File: config.mk
export PLATFORM = sky130hd
export DESIGN_NAME = rv32i_ifetch
export DESIGN_NICKNAME = d
export VERILOG_FILES = /design/src/rtl/rv32i_pkg.sv /design/src/rtl/rv32i_fifo.sv /design/src/rtl/rv32i_ifetch.sv
export SDC_FILE = /design/constraint.sdc
export NUM_CORES = 1
export LEC_CHECK = 0
export ABC_AREA = 0
export CELL_PAD_IN_SITES_DETAIL_PLACEMENT = 1
export CELL_PAD_IN_SITES_GLOBAL_PLACEMENT = 2
export CORE_MARGIN = 4
export CORE_UTILIZATION = 32
export CTS_CLUSTER_SIZE = 12
export DETAILED_ROUTE_END_ITERATION = 8
export PLACE_DENSITY_LB_ADDON = 0.1
export SETUP_SLACK_MARGIN = 0.2
export SYNTH_ARGS = -nofsm -noshare
export SYNTH_HDL_FRONTEND = slang
export SYNTH_SLANG_ARGS = --single-unit
File: constraint.sdc
create_clock -name clk -period 7.84 [get_ports clk]
set_clock_uncertainty 0.15 [all_clocks]
set_input_delay 1.568 -clock clk [delete_from_list [all_inputs] [get_ports clk]]
set_output_delay 1.568 -clock clk [all_outputs]
set_load 0.02 [all_outputs]
File: src/rtl/rv32i_pkg.sv
// Shared constants, types and helpers for the RV32I instruction-fetch front end.
package rv32i_pkg;

    localparam int              XLEN              = 32;
    localparam logic [XLEN-1:0] RESET_VEC_DEFAULT = 32'h0000_0000;
    localparam logic [XLEN-1:0] NOP_INSTR         = 32'h0000_0013;  // addi x0, x0, 0

    localparam logic [1:0] S_REQ  = 2'd0;
    localparam logic [1:0] S_WAIT = 2'd1;
    localparam logic [1:0] S_DROP = 2'd2;

    // Named view of the fetch state encoding, handy for casts in waveforms.
    typedef enum logic [1:0] {
        ST_REQ  = S_REQ,
        ST_WAIT = S_WAIT,
        ST_DROP = S_DROP
    } ifetch_state_e;

    typedef struct packed {
        logic [XLEN-1:0] pc;
        logic [XLEN-1:0] instr;
        logic            misalign;
    } fetch_pkt_t;

    function automatic logic [XLEN-1:0] next_pc(input logic [XLEN-1:0] cur);
        return cur + XLEN'(4);
    endfunction

endpackage

File: src/rtl/rv32i_fifo.sv
// Small synchronous FIFO with flush; the head entry is read straight from the storage registers.
module rv32i_fifo
    import rv32i_pkg::*;
#(
    parameter type T     = fetch_pkt_t,
    parameter int  DEPTH = 2,
    localparam int AW    = $clog2(DEPTH),
    localparam int CW    = AW + 1
) (
    input  logic          clk,
    input  logic          rst,
    input  logic          push,
    input  T              push_data,
    input  logic          pop,
    input  logic          flush,
    output T              pop_data,
    output logic          full,
    output logic          empty,
    output logic [CW-1:0] count
);

    T              mem [DEPTH];
    logic [AW-1:0] wr_ptr;
    logic [AW-1:0] rd_ptr;
    logic          do_push;
    logic          do_pop;

    assign full     = (count == CW'(DEPTH));
    assign empty    = (count == '0);
    assign do_push  = push & ~full;
    assign do_pop   = pop & ~empty;
    assign pop_data = mem[rd_ptr];

    // NOTE: storage has no reset; pointers and count alone decide which entries are live.
    always_ff @(posedge clk) begin
        if (do_push && !flush) begin
            mem[wr_ptr] <= push_data;
        end
    end

    // NOTE: non-blocking assignments so every register updates from pre-edge values.
    always_ff @(posedge clk or posedge rst) begin
        if (rst) begin
            wr_ptr <= '0;
            rd_ptr <= '0;
            count  <= '0;
        end else if (flush) begin
            wr_ptr <= '0;
            rd_ptr <= '0;
            count  <= '0;
        end else begin
            if (do_push) wr_ptr <= wr_ptr + AW'(1);
            if (do_pop)  rd_ptr <= rd_ptr + AW'(1);
            count <= count + CW'(do_push) - CW'(do_pop);
        end
    end

endmodule

File: src/rtl/rv32i_ifetch.sv
// Fetch front end: owns the PC, issues one imem read at a time and buffers {pc, instr} for decode.
// Optional feature macro: RV32I_IFETCH_MISALIGN_EN (misaligned redirect targets become fault packets).
module rv32i_ifetch
    import rv32i_pkg::*;
#(
    parameter int              DEPTH     = 2,
    parameter logic [XLEN-1:0] RESET_VEC = RESET_VEC_DEFAULT
) (
    input  logic            clk,
    input  logic            rst,
    input  logic            en,
    input  logic            redirect,
    input  logic [XLEN-1:0] redirect_pc,
    output logic            imem_req_valid,
    input  logic            imem_req_ready,
    output logic [XLEN-1:0] imem_req_addr,
    input  logic            imem_rsp_valid,
    input  logic [XLEN-1:0] imem_rsp_data,
    output logic            if_valid,
    input  logic            if_ready,
    output logic [XLEN-1:0] if_pc,
    output logic [XLEN-1:0] if_instr,
    output logic            if_misalign
);

    localparam int CW = $clog2(DEPTH) + 1;

    logic [1:0]      state;
    logic [XLEN-1:0] pc;
    logic [XLEN-1:0] req_pc;
    logic [XLEN-1:0] redirect_tgt;
    logic            armed;
    logic            halt;
    logic            mis_push;
    logic            req_fire;
    logic            outstanding;
    logic            fifo_push;
    logic            fifo_pop;
    logic            fifo_empty;
    logic            unused_full;
    logic [CW-1:0]   fifo_count;
    fetch_pkt_t      push_pkt;
    fetch_pkt_t      head_pkt;

    // armed keeps the request low until the first clock after reset is released.
    assign imem_req_valid = armed & ~rst & ~halt & en & (state == S_REQ) & (fifo_count < CW'(DEPTH));
    assign imem_req_addr  = pc;
    assign req_fire       = imem_req_valid & imem_req_ready;

    // A read is still owed after this edge unless its response is landing right now.
    assign outstanding = req_fire | ((state != S_REQ) & ~imem_rsp_valid);

`ifdef RV32I_IFETCH_MISALIGN_EN
    logic tgt_misalign;

    assign redirect_tgt = redirect_pc;
    assign tgt_misalign = (redirect_pc[1:0] != 2'b00);
    assign if_misalign  = head_pkt.misalign;

    always_ff @(posedge clk or posedge rst) begin
        if (rst) begin
            halt     <= 1'b0;
            mis_push <= 1'b0;
        end else if (redirect) begin
            halt     <= tgt_misalign;
            mis_push <= tgt_misalign;
        end else begin
            mis_push <= 1'b0;
        end
    end
`else
    logic unused_bits;

    assign unused_bits  = ^{redirect_pc[1:0], head_pkt.misalign, NOP_INSTR};
    assign redirect_tgt = {redirect_pc[XLEN-1:2], 2'b00};
    assign halt         = 1'b0;
    assign mis_push     = 1'b0;
    assign if_misalign  = 1'b0;
`endif

    always_comb begin
        // NOTE: defaults first so no path through this block can infer a latch.
        push_pkt  = '{pc: req_pc, instr: imem_rsp_data, misalign: 1'b0};
        fifo_push = (state == S_WAIT) & imem_rsp_valid & ~redirect;
        if (mis_push) begin
            push_pkt  = '{pc: pc, instr: NOP_INSTR, misalign: 1'b1};
            fifo_push = 1'b1;
        end
    end

    assign fifo_pop = if_ready & ~fifo_empty;
    assign if_valid = ~fifo_empty;
    assign if_pc    = head_pkt.pc;
    assign if_instr = head_pkt.instr;

    always_ff @(posedge clk or posedge rst) begin
        if (rst) begin
            state  <= S_REQ;
            pc     <= RESET_VEC;
            req_pc <= RESET_VEC;
            armed  <= 1'b0;
        end else begin
            armed <= 1'b1;
            if (req_fire) req_pc <= pc;
            if (redirect) begin
                pc    <= redirect_tgt;
                state <= outstanding ? S_DROP : S_REQ;
            end else begin
                case (state)
                    S_REQ: begin
                        if (req_fire) begin
                            pc    <= next_pc(pc);
                            state <= S_WAIT;
                        end
                    end
                    S_WAIT, S_DROP: begin
                        if (imem_rsp_valid) state <= S_REQ;
                    end
                    default: state <= S_REQ;
                endcase
            end
        end
    end

    rv32i_fifo #(
        .T     (fetch_pkt_t),
        .DEPTH (DEPTH)
    ) u_fifo (
        .clk       (clk),
        .rst       (rst),
        .push      (fifo_push),
        .push_data (push_pkt),
        .pop       (fifo_pop),
        .flush     (redirect),
        .pop_data  (head_pkt),
        .full      (unused_full),
        .empty     (fifo_empty),
        .count     (fifo_count)
    );

endmodule

# Word-level counts from Yosys, hierarchy flattened
# Memory sizes are Yosys's and may differ from the RTL's.
# Index checks and enable logic that the tools add are counted.
# W data, S select, Z words.
[classes]
n_mux = 15
n_bitwise = 17
n_reduce_logical = 12
eq_ne = 5
n_lt_le_gt_ge = 1
addsub = 5
[op_table]
columns = ["op", "n"]
rows = [
  ["$mux W32", 3],
  ["$add A32 B3 Y32 const B", 1],
  ["$and A1 B1 Y1", 11],
  ["$mux W2", 5],
  ["$reduce_bool A2 Y1", 5],
  ["$mux W1", 6],
  ["$ne A3 B3 Y1 const B", 2],
  ["$not A1 Y1", 5],
  ["$eq A2 B2 Y1 const B", 2],
  ["$logic_not A2 Y1", 2],
  ["$pmux W2 S2", 1],
  ["$reduce_and A2 Y1", 2],
  ["$add A1 B1 Y1 const B", 2],
  ["$add A2 B1 Y2", 1],
  ["$eq A2 B1 Y1 const B", 1],
  ["$lt A2 B2 Y1 const B", 1],
  ["$reduce_or A2 Y1", 1],
  ["$sub A2 B1 Y2", 1],
  ["$logic_and A1 B1 Y1", 1],
  ["$logic_not A1 Y1", 1],
  ["$or A1 B1 Y1", 1],
]
[word_totals]
mem_bits_rw = 128
n_memories = 1
ff_bits = 71
elab_cells = 63
inputBits = 71
out_inout_bits = 99
[mem_list]
columns = ["memory", "words", "width", "read_ports", "rd_clocked_by_memory_dff", "wr", "line", "text"]
rows = [
  ["u_fifo.mem", 2, 64, 1, 0, 1, "rv32i_fifo.sv:22", "T mem [DEPTH];"],
]

# Depth between registers and ports, before layout
# Gate-level depths: netlist of run 1.
[depth]
depth_word = 9
ltp_mapped = 8
mapped_depth_nobuf = 8

# By module
# Synthesis of run 1 repeated with hierarchy kept, for this count alone.
[unflattened]
hier_cells = 581
area_unflattened_um2 = 8216.6
[by_module_without_submodules]
columns = ["mod", "instances", "cells_per_inst", "area_each_um2", "seq_area_each_um2"]
rows = [
  ["rv32i_fifo", 1, 226, 5103.6, 4003.8],
  ["rv32i_ifetch", 1, 355, 3113.0, 1576.5],
]

# Worst setup path before layout of run 1
# OpenSTA, ideal clock, no wires.
[synth_path]
path_type = "input to register"
from = "in redirect"
to = "reg u_fifo.wr_ptr"
slack_ns = -0.760
required_time_ns = 7.579
t_arrival_ns = 8.339
path_buffers = 1
setup_time_ns = 0.111
stages = 3
cell_sequence = "clkbuf_1 nor4_1 o21bai_1"
[synth_via]
elab_chain_cells = 4
word_cells_on_any_way = 5
classes_between = "mux (1); bitwise (3); reduce/logical (1)"
[synth_lines]
columns = ["item", "line", "text"]
rows = [
  ["from (decl)", "rv32i_ifetch.sv:12", "input logic redirect,"],
  ["$not A1 Y1", "rv32i_ifetch.sv:84", "fifo_push = (state == S_WAIT) & imem_rsp_valid & ~redirect;"],
  ["$and A1 B1 Y1", "rv32i_ifetch.sv:84", ""],
  ["$and A1 B1 Y1", "rv32i_fifo.sv:30", "assign do_push = push & ~full;"],
  ["$reduce_bool A2 Y1 (no source line)", "-", ""],
  ["to (signal assigned)", "rv32i_fifo.sv:52", "if (do_push) wr_ptr <= wr_ptr + AW'(1);"],
  ["to (decl)", "rv32i_fifo.sv:23", "logic [AW-1:0] wr_ptr;"],
]
# Several ways; a longest one is shown, not always the timed one.
# A chain may end at the register's enable or synchronous reset.

# Final worst setup path of run 1
[layout_path]
from = "in rst"
to = "out imem_req_valid"
[layout_via]
elab_chain_cells = 5
[layout_lines]
columns = ["item", "line", "text"]
rows = [
  ["from (decl)", "rv32i_ifetch.sv:10", "input logic rst,"],
  ["$not A1 Y1", "rv32i_ifetch.sv:46", "assign imem_req_valid = armed & ~rst & ~halt & en & (state == S_REQ) & (fifo_count < CW'(DEPTH));"],
  ["$and A1 B1 Y1 (4 in a row)", "rv32i_ifetch.sv:46", ""],
  ["to (decl)", "rv32i_ifetch.sv:14", "output logic imem_req_valid,"],
]
# Every way passes these cells.

==> results of run 1 <==
## through the flow
step                setup slack (ps)  total power (uW)  cells  hold slack (ps)
CTS                             2410              2770    998              319
global route                    2300              2860    998              329
finish                          2410              2720    998              317
detailed placement              2420              1920    966              305
floorplan                       1910              1640    503              288
global placement                2450              1900    966              297
## flip-flops by register name, indices dropped and copies added, names as in the netlist
name,cells
u_fifo.count,2
armed,1
u_fifo.rd_ptr,1
u_fifo.wr_ptr,1
imem_req_addr,30
state,2
req_pc,30
u_fifo.mem,124
## final timing paths
path	start	end	depth (start not counted)
worst max-delay path	rst	imem_req_valid	4
worst max register to register	state[0]	req_pc[2]	6
min in group asynchronous	rst	imem_req_addr[13]	2
worst min register to register	req_pc[4]	u_fifo.mem[1][36]	0
max in group asynchronous	rst	imem_req_addr[7]	3
worst min-delay path	req_pc[4]	u_fifo.mem[1][36]	0
## cell usage in the layout (no fill, tap or decap), drive strengths merged, types with 2 or more instances in the layout
cell             n
and2             2
nand2           35
nor3             5
dfrtp           67
nand3b           2
and3             6
and4             2
xor2            16
nor2b            5
nand4           13
nand4b           4
nor4             8
nor2            10
clkbuf          18
clkinv           7
buf              5
inv             14
clkdlybuf4s50  161
conb             6
xnor2           14
o21ai           29
edfxtp         124
mux2            95
nor3b            2
nand3           14
ha               5
## synthesized netlist by cell type (all sizes together)
master  count  share of area [%]
ha          5               0.81
nand4b      4               0.45
nand2b      1              0.081
nor3b       2               0.19
or4         1              0.097
o21bai      1              0.097
nor4        8               0.84
and2b       1               0.11
mux2       95                 14
a22o        1               0.11
or2         1              0.081
conb        2              0.097
nand4      13                1.1
nor2b       5               0.40
nand3      14                1.0
a211o       1               0.11
and4        2               0.23
buf        12               0.87
and2        2               0.16
xor2       16                1.8
nand3b      2               0.19
dfrtp      67                 22
clkbuf     10               0.61
inv         8               0.39
nor3        5               0.39
nor2       10               0.55
o31ai       1              0.097
o21ai      29                1.9
and3        6               0.52
mux2i       1               0.13
xnor2      14                1.6
edfxtp    124                 48
nand2      35                1.7
## routing by layer
metal | up-vias | global-route usage (%) | part of all wire (%)
li1 | 2179 | - | -
met1 | 2323 | 18.4 | 45
met2 | 116 | 25.0 | 50
met3 | 14 | 3.91 | 4.4
met4 | 0 | 3.96 | 1.2
met5 | - | 0 | 0
## final cells by class
| cell class | count | area [sq um] |
|---|---|---|
| clock buffer | 18 | 429 |
| clock inverter | 14 | 145 |
| fill | 2450 | 13400 |
| timing repair buffer | 166 | 1650 |
| inverter | 8 | 31.3 |
| tap | 319 | 399 |
| multi-input combinational | 282 | 2260 |
| sequential | 191 | 5400 |
## power by group through the flow
stage | registers (uW) | clock network (uW) | logic (uW)
final | 1330 | 835 | 562
after floorplan | 1290 | 0 | 354
after CTS | 1330 | 869 | 572
after global placement | 1340 | 0 | 559
after global routing | 1350 | 914 | 600
after detailed placement | 1350 | 0 | 569
## logic make-up after synthesis
| logic type | share of synthesized area (%) |
|---|---|
| xor+xnor | 3.38 |
| compound gates | 2.29 |
| fa+ha+maj | 0.805 |
| buf+inv | 1.87 |
| mux | 13.9 |
| simple gates | 8.13 |
| flops | 69.5 |
| other cells | 0.0967 |
## critical path, stage by stage
cell             delay (ps)
clkdlybuf4s50_1         490
nand3b_1                490
nor3b_1                 480
clkdlybuf4s50_1         680
==> impl_results.md, run 1 <==
* Netlist cell types at 43
* Port buffer count at 162
* Clk slew on worst S/H paths at 80 ps
* Mapped Cells at 499
* CTS tree: done
* Die H at 164 um
* Core area at 23700 sq um
* Vias in the first global route at 5138
* Worst-Skew Late Latency at 430 ps
* Max Cap Viol at 0
* CP startpoint kind: input port
* H-Tree Depth at 4
* Tcrit/Tclk final at 69.2%
* Seq cells post-synth at 191
* Die Wd at 164 um
* Cell area after synthesis at 7770 sq um
* Overall Global Routing Usage at 14.6%
* Post-route ant nets at 0
* Final Wtd Congestion at 0.709
* Crit path max fanout at 10
* P per Cell Area at 264 nW/um^2
* Largest net degree at the start of global routing at 69
* Max Slew Vio Count at 0
* Syn Area/Cell at approximately 16 sq um
* DP HPWL at 12400 um
* Flop pwr share at 48.7%
* Nets at 742
* Worst-Margin Slew at 968 ps
* Maximum root-to-sink buffer count at 2
* DRT Pass-1 Iters at 4
* Drc violations at 0
* 1st-iter DRT viols at between 200 and 250
* GRT overflow at 0
* Final setup viols at 0
* R2r setup slk at 5040 ps
* Final std cell area, no fill at a little over 10000 sq um
* Crit end category: output port
* First-pass GRT wire length at a little under 30000 um
* Vias at approximately 4600
* Min Tclk post-route at about 5400 ps
* I/O Pins at 170
* Inserted Diodes at 0
* Clock sink count at about 190
* Initial antenna violation count at 0
* LEAKAGE at 0.00366 uW
* Sw power at 776 uW
* Area after DPL at 9740 sq um
* Share of cells above drive strength 1 at between 20% and 30%
* Worst Path Required at 6120 ps
* Ys Warns at 0
* CTS Buf Count at 17
* Clock share of power at 30.7%
* RSZ-0062 raised after global routing: no
* Initial Util at 32.8%
* Post_cts resized at 0
* Logic pwr share at 20.6%
* Root Buffer: clkbuf_16
* Fmax achieved at about 180 MHz
* Endpoints failing hold at 0
* Via-to-Cell Ratio at 4.64
* Routed WL per cell at ~19 um
* Worst slew margin at 35.5%
* Sequential share of the synthesized area at 69.5%
* Worst Path Arrival at 3710 ps
* Postcts setup bufs at 0
* Layout Utilization at 43.6%
* Cell internal pwr at just under 2000 uW
* Peak VDD IR at approximately 0.00012 V
* Sum Neg Setup Slack at 0 ps
* Worst setup path class: input port to output port
* Post-Route WL at about 19000 um
* Status: finished clean
* Hold WC Path Type: register to register
* Switching part of the total power at 28.5%
* Area Growth Syn to Fin at 32.8%
* Post-CTS Hold Buffers at 0
* # rows at 56
* DIE AREA at about 27000 sq um
No activity file was read; power rests on OpenSTA's default activity.
==> run 2, diff against run 1 <==
--- a/config.mk
+++ b/config.mk
@@ -9,7 +9,7 @@
 export CELL_PAD_IN_SITES_DETAIL_PLACEMENT = 1
 export CELL_PAD_IN_SITES_GLOBAL_PLACEMENT = 2
 export CORE_MARGIN = 4
-export CORE_UTILIZATION = 32
+export CORE_UTILIZATION = 35
 export CTS_CLUSTER_SIZE = 12
 export DETAILED_ROUTE_END_ITERATION = 8
 export PLACE_DENSITY_LB_ADDON = 0.1
==> constraint.sdc (replaced) <==
create_clock -name clk -period 5 [get_ports clk]
set_clock_uncertainty 0.15 [all_clocks]
set_input_delay 1 -clock clk [delete_from_list [all_inputs] [get_ports clk]]
set_output_delay 1 -clock clk [all_outputs]
set_load 0.02 [all_outputs]
==> run 2 against run 1 <==
Effect of this change: sequential share of layout area about the same; clock-buffer cell count decreased by 1; largest cell class unchanged; critical path type unchanged; cell count decreased by 3.5%; clock power increased by 60%.
==> impl_results.md, run 2 (same netlist as run 1, synthesis figures left out) <==
* CP startpoint kind: input port
* Switching part of the total power at 28.0% (-0.52 points)
* Status: finished clean
* Pre-CTS setup slack at 1150 ps (-1260 ps)
* Initial Util at 35.6% (+2.8 points)
* Area after DPL at 9720 sq um (-0.18%)
* Worst Path Arrival at 2680 ps (-1030 ps)
* DIE AREA at 24600 sq um (-8.2%)
* Root Buffer: clkbuf_16
* Vias at 4699 (+1.4%)
* Fmax achieved at 261 MHz
* Worst-Margin Slew at 959 ps (-9.13 ps)
* Routed WL per cell at 19.5 um (+2.1%)
* Core area at 21800 sq um (-7.9%)
* Metal2 WL at 9360 um (-1.7%)
* Tcrit/Tclk final at about three quarters
* Post-CTS Hold Buffers at 0 (unchanged)
* Endpoints failing hold at 0 (unchanged)
* GRT overflow at 0 (unchanged)
* Worst slew margin at 36.1% (+0.61 points)
* CTS tree: done
* Flop pwr share at 47.3% (-1.4 points)
* Via-to-Cell Ratio at 4.88 (+5.1%)
* Area Growth Syn to Fin at 32.7% (about the same)
* Vias in the first global route at 5293 (+3.0%)
* Clk slew on worst S/H paths at 70 ps (about the same)
* Die H at 157 um (-4.2%)
* Worst-Skew Late Latency at 430 ps (about the same)
* Final Wtd Congestion at 0.723 (+1.9%)
* Sw power at 1210 uW (+55%)
* 1st-iter DRT viols at 162 (-26%)
* Share of cells above drive strength 1 at 21.6% (+0.052 points)
* Hold WC Path Type: register to register
* Cell internal pwr at 3100 uW (+59%)
* Sum Neg Setup Slack at 0 ps (unchanged)
* R2r setup slk at 2350 ps (-2690 ps)
* Largest Register: u_fifo.mem
* Drc violations at 0 (unchanged)
* Overall Global Routing Usage at 15.7% (+1.0 points)
* Crit path max fanout at 3 (-7)
* Commonest non-fill, non-tap cell in the layout: clkdlybuf4s50_1
* Max FFs per register at 124 (unchanged)
* Filler cells at 2163 (-12%)
* Placed cells at 930 (-3.7%)
* Die Wd at 157 um (-4.2%)
* Wire length on met3 at 1170 um (+41%)
* Port buffer count at 162 (unchanged)
* CTS Buf Count at 17 (unchanged)
* Crit end category: output port
* Final cell count without fillers at 963 (-3.5%)
* Worst Path Required at 3850 ps (-2270 ps)
* Peak VDD IR at 0.000215 V (+86%)
* Final WS setup at 1170 ps (-1240 ps)
* Post_cts resized at 0 (unchanged)
* Most frequent cells in the layout: clkdlybuf4s50_1, edfxtp_1, mux2_2, dfrtp_1, nand2_1
* Logic pwr share at 21.6% (+1.0 points)
* H-Tree Depth at 4 (unchanged)
* Top Layer Used: met5
* Largest net degree at the start of global routing at 68 (-1.4%)
* DP HPWL at 12700 um (+2.4%)
* Max Slew Vio Count at 0 (unchanged)
* DRT Pass-1 Iters at 4 (unchanged)
* P per Cell Area at 418 nW/um^2 (+58%)
* Multi-input logic area at 2260 sq um (unchanged)
* Worst setup path class: input port to output port
* Final std cell area, no fill at 10300 sq um (about the same)
* LEAKAGE at 0.00368 uW (+0.64%)
* Min Tclk post-route at 3830 ps
* Register area at 5400 sq um (about the same)
* Hold slack at 317 ps (+0.738 ps)
* First-pass GRT wire length at 29500 um (+0.19%)
* Nets at 745 (+0.40%)
* Final setup viols at 0 (unchanged)
* I/O Pins at 170 (unchanged)
* Clock sink count at 191 (unchanged)
* Metal-1 WL at 8030 um (-5.9%)
* Clock share of power at 31.1% (+0.4 points)
* Initial antenna violation count at 1 (+1)
* Postcts setup bufs at 0 (unchanged)
* Maximum root-to-sink buffer count at 2 (unchanged)
* RSZ-0062 raised after global routing: no
* Max Cap Viol at 0 (unchanged)
* # rows at 54 (-3.6%)
* Post-Route WL at 18800 um (-1.5%)
* Post-route ant nets at 0 (unchanged)
run 2: path summary, 6_finish.rpt:
path                           start           endpoint  depth (start not counted)
min in group asynchronous        rst  imem_req_addr[18]                          2
max in group asynchronous        rst      u_fifo.rd_ptr                          3
setup reg to reg            state[0]           state[1]                          9
hold reg to reg            req_pc[6]  u_fifo.mem[1][38]                          0
setup / recovery                 rst     imem_req_valid                          4
hold / removal             req_pc[6]  u_fifo.mem[1][38]                          0
run 2: worst max-delay path, stage by stage:
cell and delay (ps):
clkdlybuf4s50_1 450, nand3b_1 200, nor3b_1 350, clkdlybuf4s50_1 670
run 2: power groups by stage:
stage          logic, uW  registers (uW)  clock network, uW
6_report             931            2040               1340
3_3_place_gp         932            2060                  0
4_1_cts              951            2040               1380
2_1_floorplan        557            2020                  0
5_1_grt              999            2070               1450
3_5_place_dp         945            2080                  0
run 2: per-stage QoR:
stage	utilization (%)	total power, uW
CTS	47.2	4370
detailed placement	44.6	3020
global route	47.2	4510
global placement	44.6	2990
finish	47.2	4300
floorplan	-	2570
run 2: per-layer routing:
metal / vias up / track usage, %
li1: 2186 / -
met1: 2384 / 19.9
met2: 111 / 26.3
met3: 16 / 4.34
met4: 2 / 4.79
met5: - / 0
run 2: final cells by class:
class,instances,share of cell area (%)
tap,280,3.40
inverter,8,0.291
sequential,191,52.4
multi-input combinational,282,21.9
clock inverter,15,1.51
timing repair buffer,169,16.3
clock buffer,17,4.13
antenna,1,0.0243
==> run 3, diff against run 2 <==
--- a/config.mk
+++ b/config.mk
@@ -9,7 +9,7 @@
 export CELL_PAD_IN_SITES_DETAIL_PLACEMENT = 1
 export CELL_PAD_IN_SITES_GLOBAL_PLACEMENT = 2
 export CORE_MARGIN = 4
-export CORE_UTILIZATION = 35
+export CORE_UTILIZATION = 32
 export CTS_CLUSTER_SIZE = 12
 export DETAILED_ROUTE_END_ITERATION = 8
 export PLACE_DENSITY_LB_ADDON = 0.1
==> constraint.sdc (replaced) <==
create_clock -name clk -period 3.4 [get_ports clk]
set_clock_uncertainty 0.15 [all_clocks]
set_input_delay 0.68 -clock clk [delete_from_list [all_inputs] [get_ports clk]]
set_output_delay 0.68 -clock clk [all_outputs]
set_load 0.02 [all_outputs]
==> run 3 against run 2 <==
Effect of this change: die area grew 8.9%; clock-buffer cell count rose by 1; critical endpoint is now if_pc[8]; largest power group unchanged; combinational power rose by 53%; via count is essentially flat.
==> impl_results.md, run 3 (same netlist as run 1, synthesis figures left out) <==
* Vias in the first global route at 5259 (-0.64%)
* DRT Pass-1 Iters at 4 (unchanged)
* Worst R2R End: imem_req_addr[17]
* Logic pwr share at 22.6% (+1.0 points)
* Via-to-Cell Ratio at 4.65 (-4.6%)
* Initial Util at 32.8% (-2.8 points)
* Core area at 23700 sq um (+8.5%)
* Max Cap Viol at 0 (unchanged)
* Final setup viols at 0 (unchanged)
* Post-CTS Hold Buffers at 0 (unchanged)
* Vias at 4696 (-0.064%)
* Most frequent cells in the layout: clkdlybuf4s50_1, edfxtp_1, mux2_2, dfrtp_1, nand2_1
* CTS Buf Count at 17 (unchanged)
* Largest Register: u_fifo.mem
* Overall Global Routing Usage at 14.8% (-0.87 points)
* Worst Hold Depth at 0 (unchanged)
* Largest net degree at the start of global routing at 67 (-1.5%)
* Min Tclk post-route at 3040 ps
* Area Growth Syn to Fin at 34.3%
* Worst slew margin at 55.4% (+19 points)
* I/O Pins at 170 (unchanged)
* CP startpoint kind: register
* Worst-Margin Slew at 665 ps (-294 ps)
* Clock sink count at 191 (unchanged)
* H-Tree Depth at 4 (unchanged)
* Drc violations at 0 (unchanged)
* Postcts setup bufs at 0 (unchanged)
* Switching part of the total power at 28.4% (+0.43 points)
* Cell internal pwr at 4500 uW (+45%)
* Share of cells above drive strength 1 at 22.6% (+1.1 points)
* Die Wd at 164 um (+4.4%)
* Final Wtd Congestion at 0.692 (-4.2%)
* Worst hold endpoint: u_fifo.mem[1][39]
* Worst Path Required at 2570 ps (-1280 ps)
* Die H at 164 um (+4.4%)
* Fmax achieved at 329 MHz
* Port buffer count at 162 (unchanged)
* GRT overflow at 0 (unchanged)
* R2r setup slk at 1100 ps (-1250 ps)
* RSZ-0062 raised after global routing: no
* Clk slew on worst S/H paths at 70 ps (about the same)
* Routed WL per cell at 19.4 um (-0.71%)
* Crit path max fanout at 38 (+35)
* Post-Route WL at 19600 um (+4.0%)
* Crit end category: output port
* Initial antenna violation count at 0 (-1)
* # rows at 56 (+3.7%)
* 1st-iter DRT viols at 223 (+38%)
* Worst Path Arrival at 2210 ps (-470 ps)
* R2R depth at 9 (unchanged)
* Hold slack at 322 ps (+4.05 ps)
* P per Cell Area at 602 nW/um^2 (+44%)
* Root Buffer: clkbuf_16
* CTS tree: done
* Max FFs per register at 124 (unchanged)
* Commonest non-fill, non-tap cell in the layout: clkdlybuf4s50_1
* Post_cts resized at 1 (+1)
* Final std cell area, no fill at 10400 sq um (+1.2%)
* Pre-CTS setup slack at 186 ps (-967 ps)
* Maximum root-to-sink buffer count at 2 (unchanged)
* Post-route ant nets at 0 (unchanged)
* Inserted Diodes at 0 (-1)
* Worst setup path class: register to output port
* Nets at 753 (+1.1%)
* DIE AREA at 26800 sq um (+8.9%)
* Status: finished clean
* Hold WC Path Type: register to register
* Crit Reg-Reg Startpoint: state[0]
* DP HPWL at 13500 um (+6.5%)
* Worst-Skew Late Latency at 430 ps (about the same)
* Sw power at 1790 uW (+48%)
* Min-delay src: req_pc[7]
* Clock share of power at 30.2% (-0.9 points)
* Area after DPL at 9880 sq um (+1.6%)
* Max Slew Vio Count at 0 (unchanged)
* First-pass GRT wire length at 30100 um (+2.1%)
* Endpoints failing hold at 0 (unchanged)
* Flop pwr share at 47.2% (about the same)
* LEAKAGE at 0.00373 uW (+1.5%)
* Peak VDD IR at 0.000317 V (+47%)
* Tcrit/Tclk final at 89.4%
* Final WS setup at 359 ps (-812 ps)
-- run 3: critical path, stage by stage, from the launching register on --
cell             delay [ps]
dfrtp_4                 540
buf_12                  260
mux2_2                  380
clkdlybuf4s50_1         570
-- run 3: cell type report --
type                    count  area (sq um)
fillers                  2407         13300
flip-flops and latches    191          5400
multi-input cells         282          2270
repair buffers            177          1780
clock buffers              18           429
well taps                 319           399
clock inverters            14           124
inverters                   8          31.3
-- run 3: worst max path at each step --
stage | startpoint | end | slack [ps] | depth (start not counted)
CTS | u_fifo.rd_ptr | if_pc[8] | 290 | 3
finish | u_fifo.rd_ptr | if_pc[8] | 360 | 3
floorplan | imem_rsp_valid | u_fifo.mem[0][0] | -7 | 2
detailed placement | rst | imem_req_valid | 190 | 4
global route | u_fifo.rd_ptr | if_pc[25] | 260 | 3
global placement | rst | imem_req_valid | 140 | 4
-- run 3: per-stage QoR --
stage / instances / total power [uW] / TNS [ps] / util, %
floorplan: 503 / 3790 / -460 / -
global placement: 977 / 4430 / 0 / 41.7
detailed placement: 977 / 4470 / 0 / 41.7
CTS: 1009 / 6390 / 0 / 44.1
global route: 1009 / 6580 / 0 / 44.1
finish: 1009 / 6280 / 0 / 44.1
-- run 3: power by group through the flow --
stage	combinational (uW)	clock [uW]	sequential, uW
2_1_floorplan	820	0	2970
3_3_place_gp	1430	0	3000
3_5_place_dp	1450	0	3020
4_1_cts	1460	1960	2970
5_1_grt	1530	2060	3000
6_report	1420	1900	2960
-- run 3: per-layer routing --
layer | track usage, % | routed length (um) | vias to the layer above
met3 | 3.54 | 925 | 13
li1 | - | - | 2203
met2 | 24.4 | 9550 | 110
met4 | 4.57 | 244 | 0
met1 | 19.4 | 8860 | 2370
met5 | 0 | 0 | -
